### config.mk
export PLATFORM = sky130hd
export DESIGN_NAME = trace_packetizer_flat
export DESIGN_NICKNAME = d
export VERILOG_FILES = /design/src/rtl/trace_packetizer_if.sv /design/src/rtl/trace_packetizer.sv /design/src/flat_wrapper.sv
export SDC_FILE = /design/constraint.sdc
export NUM_CORES = 1
export LEC_CHECK = 0
export CAP_MARGIN = 20
export CORE_AREA = 5 5 116 118
export DETAILED_ROUTE_END_ITERATION = 10
export DIE_AREA = 0 0 121 123
export GPL_TIMING_DRIVEN = 0
export PLACE_DENSITY = 0.77
export REMOVE_ABC_BUFFERS = 1
export SYNTH_ARGS = -nofsm -noshare
export SYNTH_HDL_FRONTEND = slang
export SYNTH_SLANG_ARGS = --single-unit
### constraint.sdc
create_clock -name clk -period 2.6 [get_ports clk]
set_clock_uncertainty 0.15 [all_clocks]
set_input_delay 0.52 -clock clk [delete_from_list [all_inputs] [get_ports clk]]
set_output_delay 0.52 -clock clk [all_outputs]
set_load 0.02 [all_outputs]
### src/rtl/trace_packetizer_if.sv
// trace_packetizer_if: upstream request/capture and downstream byte-stream signals of the trace packetizer
interface trace_packetizer_if #(
    parameter int TRACE_WIDTH = 64
);
    logic                   data_present;
    logic                   data_valid;
    logic [TRACE_WIDTH-1:0] trace_element_in;
    logic [31:0]            if_stage_end_in;
    logic                   data_request;
    logic [7:0]             out_data;
    logic                   out_valid;
    logic                   out_ready;
    logic                   busy;
    logic [7:0]             timeout_count;

    modport master (
        output data_present, data_valid, trace_element_in, if_stage_end_in, out_ready,
        input  data_request, out_data, out_valid, busy, timeout_count
    );

    modport slave (
        input  data_present, data_valid, trace_element_in, if_stage_end_in, out_ready,
        output data_request, out_data, out_valid, busy, timeout_count
    );
endinterface

### src/rtl/trace_packetizer.sv
// trace_packetizer: fetches one trace element and serialises header, element, timestamp (and an XOR checksum when TRACE_PKT_CHECKSUM_EN is defined) as bytes
module trace_packetizer #(
    parameter int         TRACE_WIDTH    = 64,
    parameter logic [7:0] HEADER_BYTE    = 8'hA5,
    parameter int         TIMEOUT_CYCLES = 8
) (
    input logic             clk,
    input logic             rst,
    trace_packetizer_if.slave bus
);
`ifdef TRACE_PKT_CHECKSUM_EN
    localparam int NB = TRACE_WIDTH / 8 + 6;
`else
    localparam int NB = TRACE_WIDTH / 8 + 5;
`endif
    localparam int LP = TRACE_WIDTH / 8 + 4;
    localparam int IW = $clog2(NB);
    localparam int WW = $clog2(TIMEOUT_CYCLES);

    typedef enum logic [2:0] {
        IDLE,
        WAIT_VALID,
        SEND_HDR,
        SEND_PAYLOAD
`ifdef TRACE_PKT_CHECKSUM_EN
        , SEND_CSUM
`endif
    } state_t;

    state_t                 state_q, state_d;
    logic                   req_q, req_d;
    logic [IW-1:0]          idx_q, idx_d;
    logic [WW-1:0]          wait_q, wait_d;
    logic [7:0]             tcnt_q, tcnt_d;
    logic [TRACE_WIDTH-1:0] elem_q, elem_d;
    logic [31:0]            end_q, end_d;
    logic [NB*8-1:0]        pkt, pkt_sh;
    logic                   out_valid, xfer;
`ifdef TRACE_PKT_CHECKSUM_EN
    logic [7:0]             csum_q, csum_d;
    assign pkt = {csum_q, end_q, elem_q, HEADER_BYTE};
`else
    assign pkt = {end_q, elem_q, HEADER_BYTE};
`endif

    assign out_valid         = state_q != IDLE && state_q != WAIT_VALID;
    assign xfer              = out_valid && bus.out_ready;
    assign pkt_sh            = pkt >> {idx_q, 3'b000};
    assign bus.out_data      = out_valid ? pkt_sh[7:0] : 8'h00;
    assign bus.out_valid     = out_valid;
    assign bus.data_request  = req_q;
    assign bus.busy          = state_q != IDLE;
    assign bus.timeout_count = tcnt_q;

    // next state, request pulse, element capture, timeout accounting and byte sequencing
    always_comb begin
        state_d = state_q;
        req_d   = 1'b0;
        idx_d   = idx_q;
        wait_d  = wait_q;
        tcnt_d  = tcnt_q;
        elem_d  = elem_q;
        end_d   = end_q;
`ifdef TRACE_PKT_CHECKSUM_EN
        csum_d  = csum_q;
`endif
        case (state_q)
            IDLE: if (bus.data_present) begin
                state_d = WAIT_VALID;
                req_d   = 1'b1;
                wait_d  = '0;
            end
            WAIT_VALID: if (bus.data_valid) begin
                state_d = SEND_HDR;
                elem_d  = bus.trace_element_in;
                end_d   = bus.if_stage_end_in;
                idx_d   = '0;
`ifdef TRACE_PKT_CHECKSUM_EN
                csum_d  = 8'h00;
`endif
            end else if (wait_q == WW'(TIMEOUT_CYCLES - 1)) begin
                state_d = IDLE;
                tcnt_d  = tcnt_q == 8'hFF ? tcnt_q : tcnt_q + 8'd1;
            end else begin
                wait_d = wait_q + 1'b1;
            end
            SEND_HDR: if (xfer) begin
                state_d = SEND_PAYLOAD;
                idx_d   = idx_q + 1'b1;
            end
            SEND_PAYLOAD: if (xfer) begin
                idx_d = idx_q + 1'b1;
`ifdef TRACE_PKT_CHECKSUM_EN
                csum_d = csum_q ^ bus.out_data;
                if (idx_q == IW'(LP)) state_d = SEND_CSUM;
`else
                if (idx_q == IW'(LP)) begin
                    state_d = IDLE;
                    idx_d   = '0;
                end
`endif
            end
`ifdef TRACE_PKT_CHECKSUM_EN
            SEND_CSUM: if (xfer) begin
                state_d = IDLE;
                idx_d   = '0;
            end
`endif
            default: state_d = IDLE;
        endcase
    end

    // state and datapath registers, all cleared by reset
    always_ff @(posedge clk) begin
        if (rst) begin
            state_q <= IDLE;
            req_q   <= 1'b0;
            idx_q   <= '0;
            wait_q  <= '0;
            tcnt_q  <= 8'h00;
            elem_q  <= '0;
            end_q   <= 32'h0;
`ifdef TRACE_PKT_CHECKSUM_EN
            csum_q  <= 8'h00;
`endif
        end else begin
            state_q <= state_d;
            req_q   <= req_d;
            idx_q   <= idx_d;
            wait_q  <= wait_d;
            tcnt_q  <= tcnt_d;
            elem_q  <= elem_d;
            end_q   <= end_d;
`ifdef TRACE_PKT_CHECKSUM_EN
            csum_q  <= csum_d;
`endif
        end
    end
endmodule

### src/flat_wrapper.sv
// flat-port wrapper written by rule: the top's interface ports become plain ports
module trace_packetizer_flat 
#(
    parameter int         TRACE_WIDTH    = 64,
    parameter logic [7:0] HEADER_BYTE    = 8'hA5,
    parameter int         TIMEOUT_CYCLES = 8
)
  (clk, rst, bus_data_present, bus_data_valid, bus_trace_element_in, bus_if_stage_end_in, bus_out_ready, bus_data_request, bus_out_data, bus_out_valid, bus_busy, bus_timeout_count);
  trace_packetizer_if #(.TRACE_WIDTH(TRACE_WIDTH)) bus_i ();
  input logic clk;
  input logic rst;
  input wire logic [$bits(bus_i.data_present)-1:0] bus_data_present;
  input wire logic [$bits(bus_i.data_valid)-1:0] bus_data_valid;
  input wire logic [$bits(bus_i.trace_element_in)-1:0] bus_trace_element_in;
  input wire logic [$bits(bus_i.if_stage_end_in)-1:0] bus_if_stage_end_in;
  input wire logic [$bits(bus_i.out_ready)-1:0] bus_out_ready;
  output wire logic [$bits(bus_i.data_request)-1:0] bus_data_request;
  output wire logic [$bits(bus_i.out_data)-1:0] bus_out_data;
  output wire logic [$bits(bus_i.out_valid)-1:0] bus_out_valid;
  output wire logic [$bits(bus_i.busy)-1:0] bus_busy;
  output wire logic [$bits(bus_i.timeout_count)-1:0] bus_timeout_count;
  assign bus_i.data_present = bus_data_present;
  assign bus_i.data_valid = bus_data_valid;
  assign bus_i.trace_element_in = bus_trace_element_in;
  assign bus_i.if_stage_end_in = bus_if_stage_end_in;
  assign bus_i.out_ready = bus_out_ready;
  assign bus_data_request = bus_i.data_request;
  assign bus_out_data = bus_i.out_data;
  assign bus_out_valid = bus_i.out_valid;
  assign bus_busy = bus_i.busy;
  assign bus_timeout_count = bus_i.timeout_count;
  trace_packetizer #(.TRACE_WIDTH(TRACE_WIDTH), .HEADER_BYTE(HEADER_BYTE), .TIMEOUT_CYCLES(TIMEOUT_CYCLES)) u_core (.clk(clk), .rst(rst), .bus(bus_i));
endmodule
# ---- Word level (Yosys, flattened, before mapping)
# Cells that the tools add are included.
dict set report classes {
  n_addsub 3
  eq_ne 15
  n_shift 1
  n_mux 18
  bitwise 3
  n_reduce_logical 12
}
# cell n
set ops {}
lappend ops {{$shr A104 B7 Y8} 1}
lappend ops {{$mux W3} 9}
lappend ops {{$mux W4} 4}
lappend ops {{$pmux W3 S4} 1}
lappend ops {{$pmux W4 S3} 1}
lappend ops {{$reduce_and A4 Y1} 3}
lappend ops {{$add A8 B1 Y8 const B} 1}
lappend ops {{$eq A8 B8 Y1 const B} 1}
lappend ops {{$mux W8} 1}
lappend ops {{$ne A2 B2 Y1 const B} 4}
lappend ops {{$eq A3 B2 Y1 const B} 2}
lappend ops {{$ne A2 B1 Y1 const B} 3}
lappend ops {{$pmux W3 S2} 1}
lappend ops {{$reduce_bool A3 Y1} 2}
lappend ops {{$reduce_and A5 Y1} 1}
lappend ops {{$add A4 B1 Y4 const B} 1}
lappend ops {{$eq A4 B4 Y1 const B} 1}
lappend ops {{$add A3 B1 Y3 const B} 1}
lappend ops {{$eq A3 B1 Y1 const B} 1}
lappend ops {{$eq A3 B3 Y1 const B} 1}
lappend ops {{$logic_not A3 Y1} 1}
lappend ops {{$ne A3 B1 Y1 const B} 1}
lappend ops {{$ne A3 B2 Y1 const B} 1}
lappend ops {{$not A1 Y1} 3}
lappend ops {{other kinds (5)} 6}
dict set report totals {
  regBits 115
  inputBits 101
  out_inout_bits 19
  word_cells 59
}

# ---- Logic depth before layout (Yosys ltp)
# Gate-level depths: netlist of the first run.
dict set report depth {
  ltp_word 5
  mapped_depth 9
  mapped_depth_nobuf 6
}

# ---- Worst setup path after synthesis of the first run
# OpenSTA, ideal clock, no wires.
dict set report synth_path {
  path_kind {reg2out}
  startpoint {register u_core.idx_q[0]}
  endpoint {output bus_out_data[7]}
  arrival_ps 1499
  path_slack_ps 431
  stages_incl_launch_ff 7
  n_path_buf 3
  cell_sequence {dfxtp_1 > buf_6 > buf_6 > buf_6 > a221oi_1 > o31ai_1 > a31oi_1}
}
dict set report synth_via {
  elab_chain_len 2
}
# item line
set synth_rtl {}
lappend synth_rtl {{start: declaration} trace_packetizer.sv:32} ;# logic [IW-1:0] idx_q, idx_d;
lappend synth_rtl {{start signal: assignment} trace_packetizer.sv:129} ;# idx_q <= idx_d;
lappend synth_rtl {{$shr A104 B7 Y8} trace_packetizer.sv:48} ;# assign pkt_sh = pkt >> {idx_q, 3'b000};
lappend synth_rtl {{$mux W8} trace_packetizer.sv:49} ;# assign bus.out_data = out_valid ? pkt_sh[7:0] : 8'h00;
lappend synth_rtl {{end: declaration} flat_wrapper.sv:18} ;# output wire logic [$bits(bus_i.out_data)-1:0] bus_out_data;
# Every way passes these cells.

# ---- Worst setup path in the final report of the first run
dict set report layout_path {
  startpoint {register u_core.idx_q[0]}
  endpoint {output bus_out_data[1]}
}
# Same word-level chain as after synthesis.

==> results of run 1 <==
[routing by layer]
metal	up-vias	GRT usage [%]	wire length (µm)
li1	2413	-	-
met1	2277	23.9	6380
met2	140	32.9	7220
met3	16	5.63	759
met4	0	7.86	165
met5	-	0	0
[cells in the final DEF (no fill, tap or decap), types with 5 or more instances in the layout]
cell,n
nand2_1,202
clkdlybuf4s50_1,110
dfxtp_1,109
a21oi_1,106
buf_4,25
clkbuf_16,18
mux2i_1,15
nor2_1,12
mux2_2,11
inv_1,9
buf_12,7
buf_6,7
nor3_1,6
o21ai_0,6
a31oi_1,6
a22oi_1,6
mux4_2,6
buf_8,6
nand3b_1,5
ha_1,5
clkbuf_1,5
clkbuf_8,5
[power groups by stage]
stage,clock (W),sequential [W],combinational (W)
after floorplan,0,0.00190,0.000191
after global placement,0,0.00191,0.000432
after detailed placement,0,0.00191,0.000454
after CTS,0.00223,0.00186,0.000485
after global routing,0.00232,0.00187,0.000545
final,0.00218,0.00187,0.000501
[kinds of logic (layout without fill, tap and decap cells)]
family          after synthesis  in the layout
compound gates              156            156
xor+xnor                      3              3
fa+ha+maj                     5              5
buf+inv                      59            198
flops                       114            114
mux                          36             36
simple gates                257            257
[metrics by stage]
stage	util (%)	std cells
2_1_floorplan	-	580
3_3_place_gp	51.0	871
3_5_place_dp	52.1	878
4_1_cts	58.9	930
5_1_grt	60.3	941
6_report	60.3	941
[timing repair]
item / CTS / global route
hold buffers: 0 / 0
pin swaps: 9 / 7
setup endpoints to repair: 10 / 8
resized for setup: 66 / 15
gates cloned: 0 / 1
setup buffers: 21 / 10
[sequential cells by signal (all words and copies together), names as in the netlist]
signal	flops
u_core.bus.data_request	1
u_core.end_q	32
u_core.wait_q	3
u_core.idx_q	4
u_core.elem_q	64
u_core.bus.timeout_count	8
u_core.state_q	2
[area by class of cell]
class | instances | area, µm² | share of cell area, %
multi-input combinational | 457 | 2670 | 35.8
sequential | 114 | 2300 | 30.8
timing repair buffer | 158 | 1680 | 22.5
clock buffer | 27 | 513 | 6.88
tap | 172 | 215 | 2.89
clock inverter | 4 | 47.5 | 0.638
inverter | 9 | 33.8 | 0.453
[worst min-delay path by stage]
| stage | slack [ns] | cells after the start | endpoint |
|---|---|---|---|
| global route | 0.31 | 2 | u_core.end_q[2]$_SDFFE_PP0P_ |
| CTS | 0.30 | 2 | u_core.end_q[14]$_SDFFE_PP0P_ |
| finish | 0.30 | 2 | u_core.end_q[14]$_SDFFE_PP0P_ |
| detailed placement | 0.29 | 2 | u_core.end_q[2]$_SDFFE_PP0P_ |
| global placement | 0.29 | 2 | u_core.end_q[8]$_SDFFE_PP0P_ |
| floorplan | 0.28 | 2 | u_core.end_q[14]$_SDFFE_PP0P_ |
[worst register-to-register path: cells and delay by family (launching register included)]
family | cells | cell delay (ns)
buf+inv | 4 | 0.83
flops | 1 | 0.61
simple gates | 2 | 0.32
compound gates | 1 | 0.19
==> key figures, run 1 <==
GRT
  • GRT Overall Usage: approximately a fifth
  • Largest net degree at the start of global routing: 60
  • GRT overflow: 0
  • First-pass GRT wire length: about 23000 µm
  • Antenna violations before repair: 0
  • Vias in the first global route: approximately 4900

Worst setup path
  • CP Max Fanout: 6
  • R2r worst-path depth: 7
  • Worst Setup EP: bus_out_data[1]
  • Slowest cell on crit path: mux4_2
  • Crit path DAT: between 2 and 2.5 ns
  • Critical Path Start: u_core.idx_q[0]$_SDFFE_PP0P_
  • Worst reg2reg path startpoint: u_core.state_q[1]$_SDFFE_PP0P_
  • Critical path depth: 6
  • Setup CP Type: flop to output pin
  • Crit path max-delay family: multiplexers
  • Worst path buffer plus inverter count: 2
  • CP max stage delay: around 0.50 ns
  • Critical Path, Cell by Cell: buf_12 -> mux4_2 -> nor2b_1 -> a31oi_1 -> a21oi_2 -> buf_6
  • Flop2flop setup slack: 0.41 ns
  • Crit end category: output pin
  • Worst EP required: between 1.5 and 2 ns
  • Startpoint types: flop
  • FF-to-FF End: u_core.end_q[31]$_SDFFE_PP0P_

Floorplanning
  • Die Area: approximately 15000 µm²
  • Die width: around 120 µm
  • Row cnt: just over 40
  • I/O pin count: between 100 and 150
  • Starting Density: 41.7%
  • Die Y: 123 µm
  • Core box area: ~12000 µm²

Place
  • Dpl ws: -1.12 ns
  • Cell area after placement: 6440 µm²
  • Number of port buffers: ~120
  • Post-DP HPWL: roughly 9000 µm
  • GP Congestion: 0.751

STA
  • Fin. Hold Viols: 0
  • Final critical-path required period: ~2.7 ns
  • Setup-failing EPs final: 8
  • RSZ-0062 raised after global routing: true
  • Fmax: around 370 MHz
  • Slew @ Worst Pin: roughly 0.60 ns
  • Pins over their slew limit: 0
  • Final worst slack: -0.108 ns
  • Slew margin rel.: around three fifths
  • Final period utilization: 104%
  • Setup TNS: -0.448 ns
  • WHS: 0.297 ns

Logic synthesis
  • Area contributors post-synth: dfxtp_1, nand2_1, a21oi_1, mux2i_1, mux2_2
  • XOR/XNOR Fraction of Synth Area: less than 1%
  • Yosys warnings: 0
  • Simple-gate share of the synthesized area: 21.0%
  • Post-Syn Instances: 630
  • Largest family of logic cells by synthesized area: simple AND/OR/NAND/NOR gates
  • Top cell type's share of synthesized area: approximately 44%
  • Synth area leader: dfxtp_1
  • Main flop type after synthesis: dfxtp_1
  • Avg Cell Area, Syn: 8.18 µm²
  • Synth top cells by count: nand2_1, dfxtp_1, a21oi_1, clkbuf_1, buf_2
  • Post-synth EDFFs: 0
  • Flops & latches, synth: 114
  • Post-synthesis sequential area ratio: between 40% and 50%
  • Ys async rst share: 0%
  • Cell Area, Synth: just over 5000 µm²
  • Yosys cell types: 50
  • Compound-Gate Fraction of Synth Area: between 10% and 20%
  • Count leader, synth: nand2_1
  • Post-Synth Adder-Cell Area: ~1.2%
  • Post-synthesis mux area share: 9.47%

Status
  • Failing checks: setup timing
  • Status: finished, violations left

Routing
  • WL/cell: 15.4 µm
  • Drt initial violations: around 340
  • Total Wirelength: between 10000 and 15000 µm
  • Initial DRT Pass Iterations: 5
  • Vias: roughly 4800
  • DRC: 0
  • Post-DR vias/cell: between 5 and 6
  • ANT nets after route: 0

Pwr
  • Clock share of power: 47.9%
  • Flop pwr share: 41.1%
  • Leakage: 2.66 nW
  • Net Sw Frac: 22.4%
  • Comb pwr share: a little over a tenth
  • Tot Pwr: between 0.004 and 0.005 W
  • Switching Power: slightly above 0.001 W
  • P_int: 0.00353 W
  • Pwr dens: just over 600 nW/µm²
  • Peak supply drop: roughly 0.40 mV

Layout
  • Cell area after layout: 7450 µm²
  • # diodes: 0
  • Share of layout cells above drive strength 1: around 15%
  • Layout net count: roughly 860
  • Synth-to-Final Area Change: 44.6%
  • Filler cells: about 1100

Clock tree
  • H-tree levels: 4
  • Num CTS Buffers: 17
  • Worst skew pair latency: just over 0.4 ns
  • Root buf cell: clkbuf_16
  • CTS tree: yes
  • Clock sink total: around 110
  • Clock slew at reported path FFs: ~0.05 ns
  • Clk buf depth: 2

Flow run
  • MaxCap Viol Count: 0

Hold path
  • Min-delay worst type: flop to flop
  • HP Start: u_core.end_q[14]$_SDFFE_PP0P_
No activity file was read; power rests on OpenSTA's default activity.
==> inputs of run 2 (changes only) <==
- PLACE_DENSITY: 0.77 -> 0.65
- SLEW_MARGIN: default -> 20
==> run 2 against run 1 <==
The run still ends with setup timing left. Via count shrank 1.1%. Non-clock buffer count decreased by 6. Core utilization up 0.13 points. Routed wire length is essentially flat. First-iteration DRC count is 11% lower. Sequential share of layout area is 0.067 points lower. Worst setup slack got worse by 0.010 ns. Die area stayed put. Critical path type unchanged. Highest routed layer unchanged.
==> key figures, run 2 (synthesis gave the netlist of run 1 again) <==
Pwr
  • Peak supply drop: roughly 0.34 mV
  • P_int: around 0.0039 W
  • Net Sw Frac: between 20 and 25%
  • Clock share of power: roughly 52%
  • Leakage: 2.67 nW
  • Pwr dens: 657 nW/µm²
  • Comb pwr share: between 10% and 20%
  • Flop pwr share: between 30 and 40%
  • Switching Power: 0.00105 W

Clock tree
  • CTS tree: yes
  • Clk buf depth: 2
  • CTS Hold Bufs: 0
  • Worst skew pair latency: 0.41 ns
  • Num CTS Buffers: 17
  • Root buf cell: clkbuf_16
  • Clock slew at reported path FFs: ~0.05 ns
  • Clock sink total: 114
  • H-tree levels: 4

Routing
  • ANT nets after route: 0
  • Vias: 4795
  • WL/cell: 15.5 µm
  • DRC: 0
  • Initial DRT Pass Iterations: 5
  • Post-DR vias/cell: between 5 and 6
  • Drt initial violations: a little over 300
  • Total Wirelength: between 10000 and 15000 µm

GRT
  • Most Crowded Layer GR: met2
  • Grt met1 use: between 20 and 25%
  • GR Layer Usage met2: roughly a third
  • GRT Overall Usage: between 20 and 25%
  • Largest net degree at the start of global routing: a little over 60
  • Vias in the first global route: ~4800
  • Antenna violations before repair: 0
  • First-pass GRT wire length: 23700 µm
  • GRT overflow: 0
  • Met3 GRT Util: approximately 4.8%

Floorplanning
  • Row cnt: 41
  • Die width: around 120 µm
  • Die Y: around 120 µm
  • Core box area: about 12000 µm²
  • Starting Density: about two fifths
  • I/O pin count: 120
  • Die Area: 14900 µm²

STA
  • Setup-failing EPs final: 8
  • Final critical-path required period: 2.72 ns
  • RSZ-0062 raised after global routing: true
  • Slew @ Worst Pin: roughly 0.61 ns
  • Final period utilization: 105%
  • Final worst slack: -0.118 ns
  • Fin. Hold Viols: 0
  • WHS: 0.302 ns
  • Pins over their slew limit: 0
  • Fmax: roughly 370 MHz
  • Slew margin rel.: between 50% and 60%

Place
  • Post-DP HPWL: between 9000 and 10000 µm
  • Number of port buffers: 119
  • GP Congestion: between 0.7 and 0.8

Worst setup path
  • Crit end category: output pin
  • Crit path DAT: 2.05 ns
  • CP Max Fanout: 4
  • Slowest cell on crit path: dfxtp_4
  • Flop2flop setup slack: around 0.44 ns
  • R2r worst-path depth: 5
  • Worst reg2reg path startpoint: u_core.state_q[1]$_SDFFE_PP0P_
  • Startpoint types: flop
  • Worst path buffer plus inverter count: 3
  • Crit path max-delay family: buffers and inverters
  • FF-to-FF End: u_core.idx_q[1]$_SDFFE_PP0P_
  • Critical Path, Cell by Cell: bufbuf_16 -> buf_4 -> mux4_2 -> a211o_1 -> and3_1 -> buf_6
  • Worst EP required: 1.93 ns
  • CP max stage delay: roughly 0.36 ns
  • Setup CP Type: flop to output pin

Layout
  • # diodes: 0
  • Share of layout cells above drive strength 1: between 10% and 20%
  • Final core utilization: between 60 and 70%
  • Most frequent cells in the layout: nand2_1, clkdlybuf4s50_1, dfxtp_1
  • Synth-to-Final Area Change: 44.9%
  • Layout net count: about 860
  • Multi-input logic area: roughly 2700 µm²
  • Top reg by flops: u_core.elem_q
  • Register Area: between 2000 and 2500 µm²
  • Commonest non-fill, non-tap cell in the layout: nand2_1
  • Max reg flops: 64
  • Filler cells: between 1000 and 1500

Status
  • Status: finished, violations left
  • Failing checks: setup timing

Flow run
  • MaxCap Viol Count: 0

Hold path
  • WHS Path Cells: 2
  • Hold EP: u_core.end_q[14]$_SDFFE_PP0P_
  • Min-delay worst type: flop to flop
  • HP Start: u_core.end_q[14]$_SDFFE_PP0P_
==> run 2: cell types whose count changed in the layout (fill, tap and decap cells not counted), moves of 2 or more <==
cell / change
buf_12: -5
buf_8: -4
bufinv_16: +4
clkbuf_1: -4
bufbuf_16: +3
clkbuf_8: -2
nor4bb_1: +2
nor4bb_2: -2
o31ai_1: -2
o31ai_2: +2
==> run 2: through the flow <==
stage	setup slack [ns]	instances	setup TNS [ns]	area [µm²]	total power [W]
2_1_floorplan	-0.612	580	-42.03	4890	0.00209
3_5_place_dp	-0.857	880	-6.47	6470	0.00237
5_1_grt	-0.191	935	-1.38	7470	0.00509
6_report	-0.118	935	-0.676	7470	0.00491
3_3_place_gp	-2.12	871	-235.62	6300	0.00235
4_1_cts	-0.141	935	-0.780	7440	0.00495
==> run 2: power by group through the flow <==
stage | combinational (W) | clock [W] | sequential (W)
after global routing | 0.000538 | 0.00268 | 0.00187
after floorplan | 0.000191 | 0 | 0.00190
final | 0.000491 | 0.00255 | 0.00186
after global placement | 0.000440 | 0 | 0.00191
after detailed placement | 0.000469 | 0 | 0.00190
after CTS | 0.000492 | 0.00260 | 0.00186
==> run 2: worst register-to-register path: cells and delay by family, from the launching register on <==
kind,cells,cell delay [ns]
simple gates,2,0.73
flops,1,0.47
compound gates,2,0.39
buf+inv,1,0.30
==> run 2: final cells by class <==
| cell class | instances | share of cell area (%) |
|---|---|---|
| repair buffers | 152 | 21.6 |
| well taps | 172 | 2.88 |
| inverters | 9 | 0.452 |
| multi-input cells | 457 | 35.6 |
| flip-flops and latches | 114 | 30.7 |
| clock inverters | 10 | 2.41 |
| clock buffers | 21 | 6.30 |
==> run 2: worst max path at each step <==
| stage | slack [ns] | cells past startpoint | startpoint | to |
|---|---|---|---|---|
| CTS | -0.14 | 6 | u_core.idx_q[1]$_SDFFE_PP0P_ | bus_out_data[6] |
| global placement | -2.12 | 5 | bus_data_valid | u_core.idx_q[1]$_SDFFE_PP0P_ |
| finish | -0.12 | 6 | u_core.idx_q[1]$_SDFFE_PP0P_ | bus_out_data[0] |
| detailed placement | -0.86 | 6 | u_core.idx_q[1]$_SDFFE_PP0P_ | bus_out_data[3] |
| floorplan | -0.61 | 4 | u_core.state_q[1]$_SDFFE_PP0P_ | u_core.idx_q[2]$_SDFFE_PP0P_ |
| global route | -0.19 | 8 | u_core.idx_q[1]$_SDFFE_PP0P_ | bus_out_data[5] |
==> run 2: routing by layer <==
metal  share of wire, %  up-vias
li1                   -     2406
met1                 43     2236
met2                 51      131
met3                4.7       22
met4                1.9        0
met5                  0        -
==> run 2: timing repair <==
| item | in CTS | in global routing |
|---|---|---|
| resized for setup | 59 | 8 |
| endpoints found under the setup margin | 10 | 8 |
| buffers inserted | 21 | 0 |
| pin swaps | 6 | 7 |
| cloned | 3 | 0 |
==> inputs of run 3 (changes only) <==
- ABC_AREA: default -> 1
- CORE_AREA: 5 5 116 118 -> 5 5 119 121
- DIE_AREA: 0 0 121 123 -> 0 0 124 126
==> run 3 against run 2 <==
The flow now finishes without violations. Die area up 5.0%. Sequential power up 8%. Flip-flop and latch count unchanged. Cell count up 18%. Count of clock-buffer cells in the layout up 2. Largest power group unchanged.
==> key figures, run 3 <==
Status
  • Status: finished, final reports clean

Worst setup path
  • CP Max Fanout: 17
  • Crit end category: output pin
  • Slowest cell on crit path: dfxtp_2
  • Setup CP Type: flop to output pin
  • Worst reg2reg path startpoint: u_core.state_q[0]$_SDFFE_PP0P_
  • FF-to-FF End: u_core.elem_q[7]$_SDFFE_PP0P_
  • Startpoint types: flop
  • Critical Path, Cell by Cell: nor2_1 -> inv_1 -> clkdlybuf4s50_1
  • Flop2flop setup slack: ~0.47 ns
  • Worst EP required: 1.93 ns
  • Crit path DAT: about 1.9 ns
  • CP max stage delay: between 0.6 and 0.7 ns
  • R2r worst-path depth: 5

Layout
  • Most frequent cells in the layout: nand2_1, a21oi_1, clkdlybuf4s50_1
  • Max reg flops: 64
  • Share of layout cells above drive strength 1: under 10%
  • Synth-to-Final Area Change: 35.5%
  • # diodes: 0
  • Filler cells: between 1000 and 1500
  • Top reg by flops: u_core.elem_q
  • Final core utilization: between 50 and 60%
  • Commonest non-fill, non-tap cell in the layout: nand2_1
  • Layout net count: a little over 1000
  • Register Area: roughly 2300 µm²
  • Multi-input logic area: roughly 2600 µm²

Floorplanning
  • Row cnt: 42
  • Starting Density: around 42%
  • I/O pin count: 120
  • Core box area: between 10000 and 15000 µm²
  • Die width: 124 µm
  • Die Area: approximately 16000 µm²
  • Die Y: between 100 and 150 µm

Routing
  • Initial DRT Pass Iterations: 5
  • Post-DR vias/cell: 4.84
  • DRC: 0
  • Vias: 5331
  • ANT nets after route: 0
  • WL/cell: between 10 and 15 µm
  • Total Wirelength: about 15000 µm
  • Drt initial violations: about 310

Logic synthesis
  • Area contributors post-synth: dfxtp_1, nand2_1, a21oi_1, o21ai_0, inv_1
  • Post-synthesis sequential area ratio: about two fifths
  • Synth area leader: dfxtp_1
  • Ys async rst share: 0%
  • Yosys warnings: 0
  • Top cell type's share of synthesized area: about two fifths
  • Avg Cell Area, Syn: 6.71 µm²
  • Post-Syn Instances: 815
  • Main flop type after synthesis: dfxtp_1
  • Count leader, synth: nand2_1
  • Cell Area, Synth: between 5000 and 6000 µm²
  • Flops & latches, synth: between 100 and 150
  • Synth top cells by count: nand2_1, a21oi_1, dfxtp_1, inv_1, o21ai_0
  • Yosys cell types: 27
  • Post-synth EDFFs: 0

STA
  • Pins over their slew limit: 0
  • Setup-failing EPs final: 0
  • Fmax: 396 MHz
  • Slew @ Worst Pin: about 0.46 ns
  • WHS: roughly 0.30 ns
  • Fin. Hold Viols: 0
  • Final critical-path required period: 2.53 ns
  • Final period utilization: 97.1%
  • RSZ-0062 raised after global routing: true
  • Slew margin rel.: between 60% and 70%
  • Setup TNS: 0 ns

Flow run
  • MaxCap Viol Count: 0

GRT
  • Met3 GRT Util: approximately 4.4%
  • Antenna violations before repair: 0
  • Largest net degree at the start of global routing: slightly above 70
  • Most Crowded Layer GR: met2
  • Vias in the first global route: roughly 4800
  • GRT Overall Usage: 19.7%
  • GR Layer Usage met2: 30.8%
  • First-pass GRT wire length: approximately 24000 µm
  • Grt met1 use: 26.6%
  • GRT overflow: 0

Hold path
  • Min-delay worst type: flop to flop
  • WHS Path Cells: 2
  • Hold EP: u_core.elem_q[20]$_SDFFE_PP0P_
  • HP Start: u_core.elem_q[20]$_SDFFE_PP0P_

Clock tree
  • CTS tree: yes
  • Clock slew at reported path FFs: around 0.05 ns
  • H-tree levels: 4
  • CTS Hold Bufs: 0
  • Worst skew pair latency: slightly above 0.4 ns
  • Clock sink total: 114
  • Num CTS Buffers: 17
  • Clk buf depth: 2
  • Root buf cell: clkbuf_16

Pwr
  • Peak supply drop: between 0.3 and 0.4 mV
  • Tot Pwr: 0.00493 W
  • Leakage: just under 3 nW
  • Pwr dens: around 670 nW/µm²

Place
  • Post-DP HPWL: between 9000 and 10000 µm
  • Number of port buffers: ~120
  • GP Congestion: between 0.8 and 0.9
## run 3: worst max-delay path: cells and delay by family (launching register included)
family                 cells  cell delay, ns
flip-flops                 1            0.61
buffers and inverters      2            0.69
AND/OR/NAND/NOR            1            0.14
## run 3: cell families (layout without fill, tap and decap cells)
kind of cell | count (synthesis) | after routing | synth area share (%)
buf+inv | 142 | 253 | 11.8
simple gates | 361 | 361 | 27.2
compound gates | 190 | 190 | 17.7
xor+xnor | 3 | 3 | 0.481
fa+ha+maj | 5 | 5 | 1.14
flops | 114 | 114 | 41.7
## run 3: worst max-delay path by stage
stage	to	from	slack, ns
global route	bus_out_data[7]	u_core.idx_q[0]$_SDFFE_PP0P_	-0.007
CTS	bus_out_data[4]	u_core.idx_q[0]$_SDFFE_PP0P_	0.03
detailed placement	bus_out_data[4]	u_core.idx_q[0]$_SDFFE_PP0P_	-0.57
finish	bus_busy	u_core.state_q[1]$_SDFFE_PP0P_	0.07
floorplan	u_core.elem_q[0]$_SDFFE_PP0P_	u_core.state_q[1]$_SDFFE_PP0P_	-1.10
global placement	u_core.elem_q[3]$_SDFFE_PP0P_	bus_data_valid	-3.24
## run 3: layout make-up
cell class / count / share of cell area, %
timing repair inverter: 2 / 0.236
multi-input combinational: 559 / 34.9
timing repair buffer: 135 / 18.7
sequential: 114 / 31.0
tap: 176 / 2.97
clock inverter: 7 / 0.811
clock buffer: 23 / 6.32
inverter: 86 / 5.00
## run 3: what timing repair did
action | in CTS | in global routing
pin swaps | 0 | 8
cloned | 2 | 1
resized for setup | 47 | 31
endpoints found under the setup margin | 10 | 14
buffers inserted | 5 | 5
## run 3: per-stage QoR
stage               area [µm²]  setup slack, ns  cells
floorplan                 5150            -1.10    759
global placement          6560            -3.24   1054
detailed placement        6680           -0.567   1059
CTS                       7290           0.0324   1096
global route              7410         -0.00707   1102
finish                    7410           0.0750   1102
## run 3: layer usage
metal | routed length (µm) | up-vias | share of wire [%]
met5 | 0 | - | 0
met4 | 244 | 0 | 1.6
met3 | 823 | 22 | 5.4
met2 | 7170 | 129 | 47
met1 | 7080 | 2390 | 46
li1 | - | 2790 | -
## run 3: where the power goes
| group | internal, W | switching, W | leakage (nW) | total, W |
|---|---|---|---|---|
| clock network | 0.00134 | 0.000766 | 0.266 | 0.00210 |
| logic | 0.000368 | 0.000463 | 1.76 | 0.000831 |
| registers | 0.00192 | 0.0000765 | 0.932 | 0.00200 |
| total | 0.00363 | 0.00130 | 2.96 | 0.00493 |
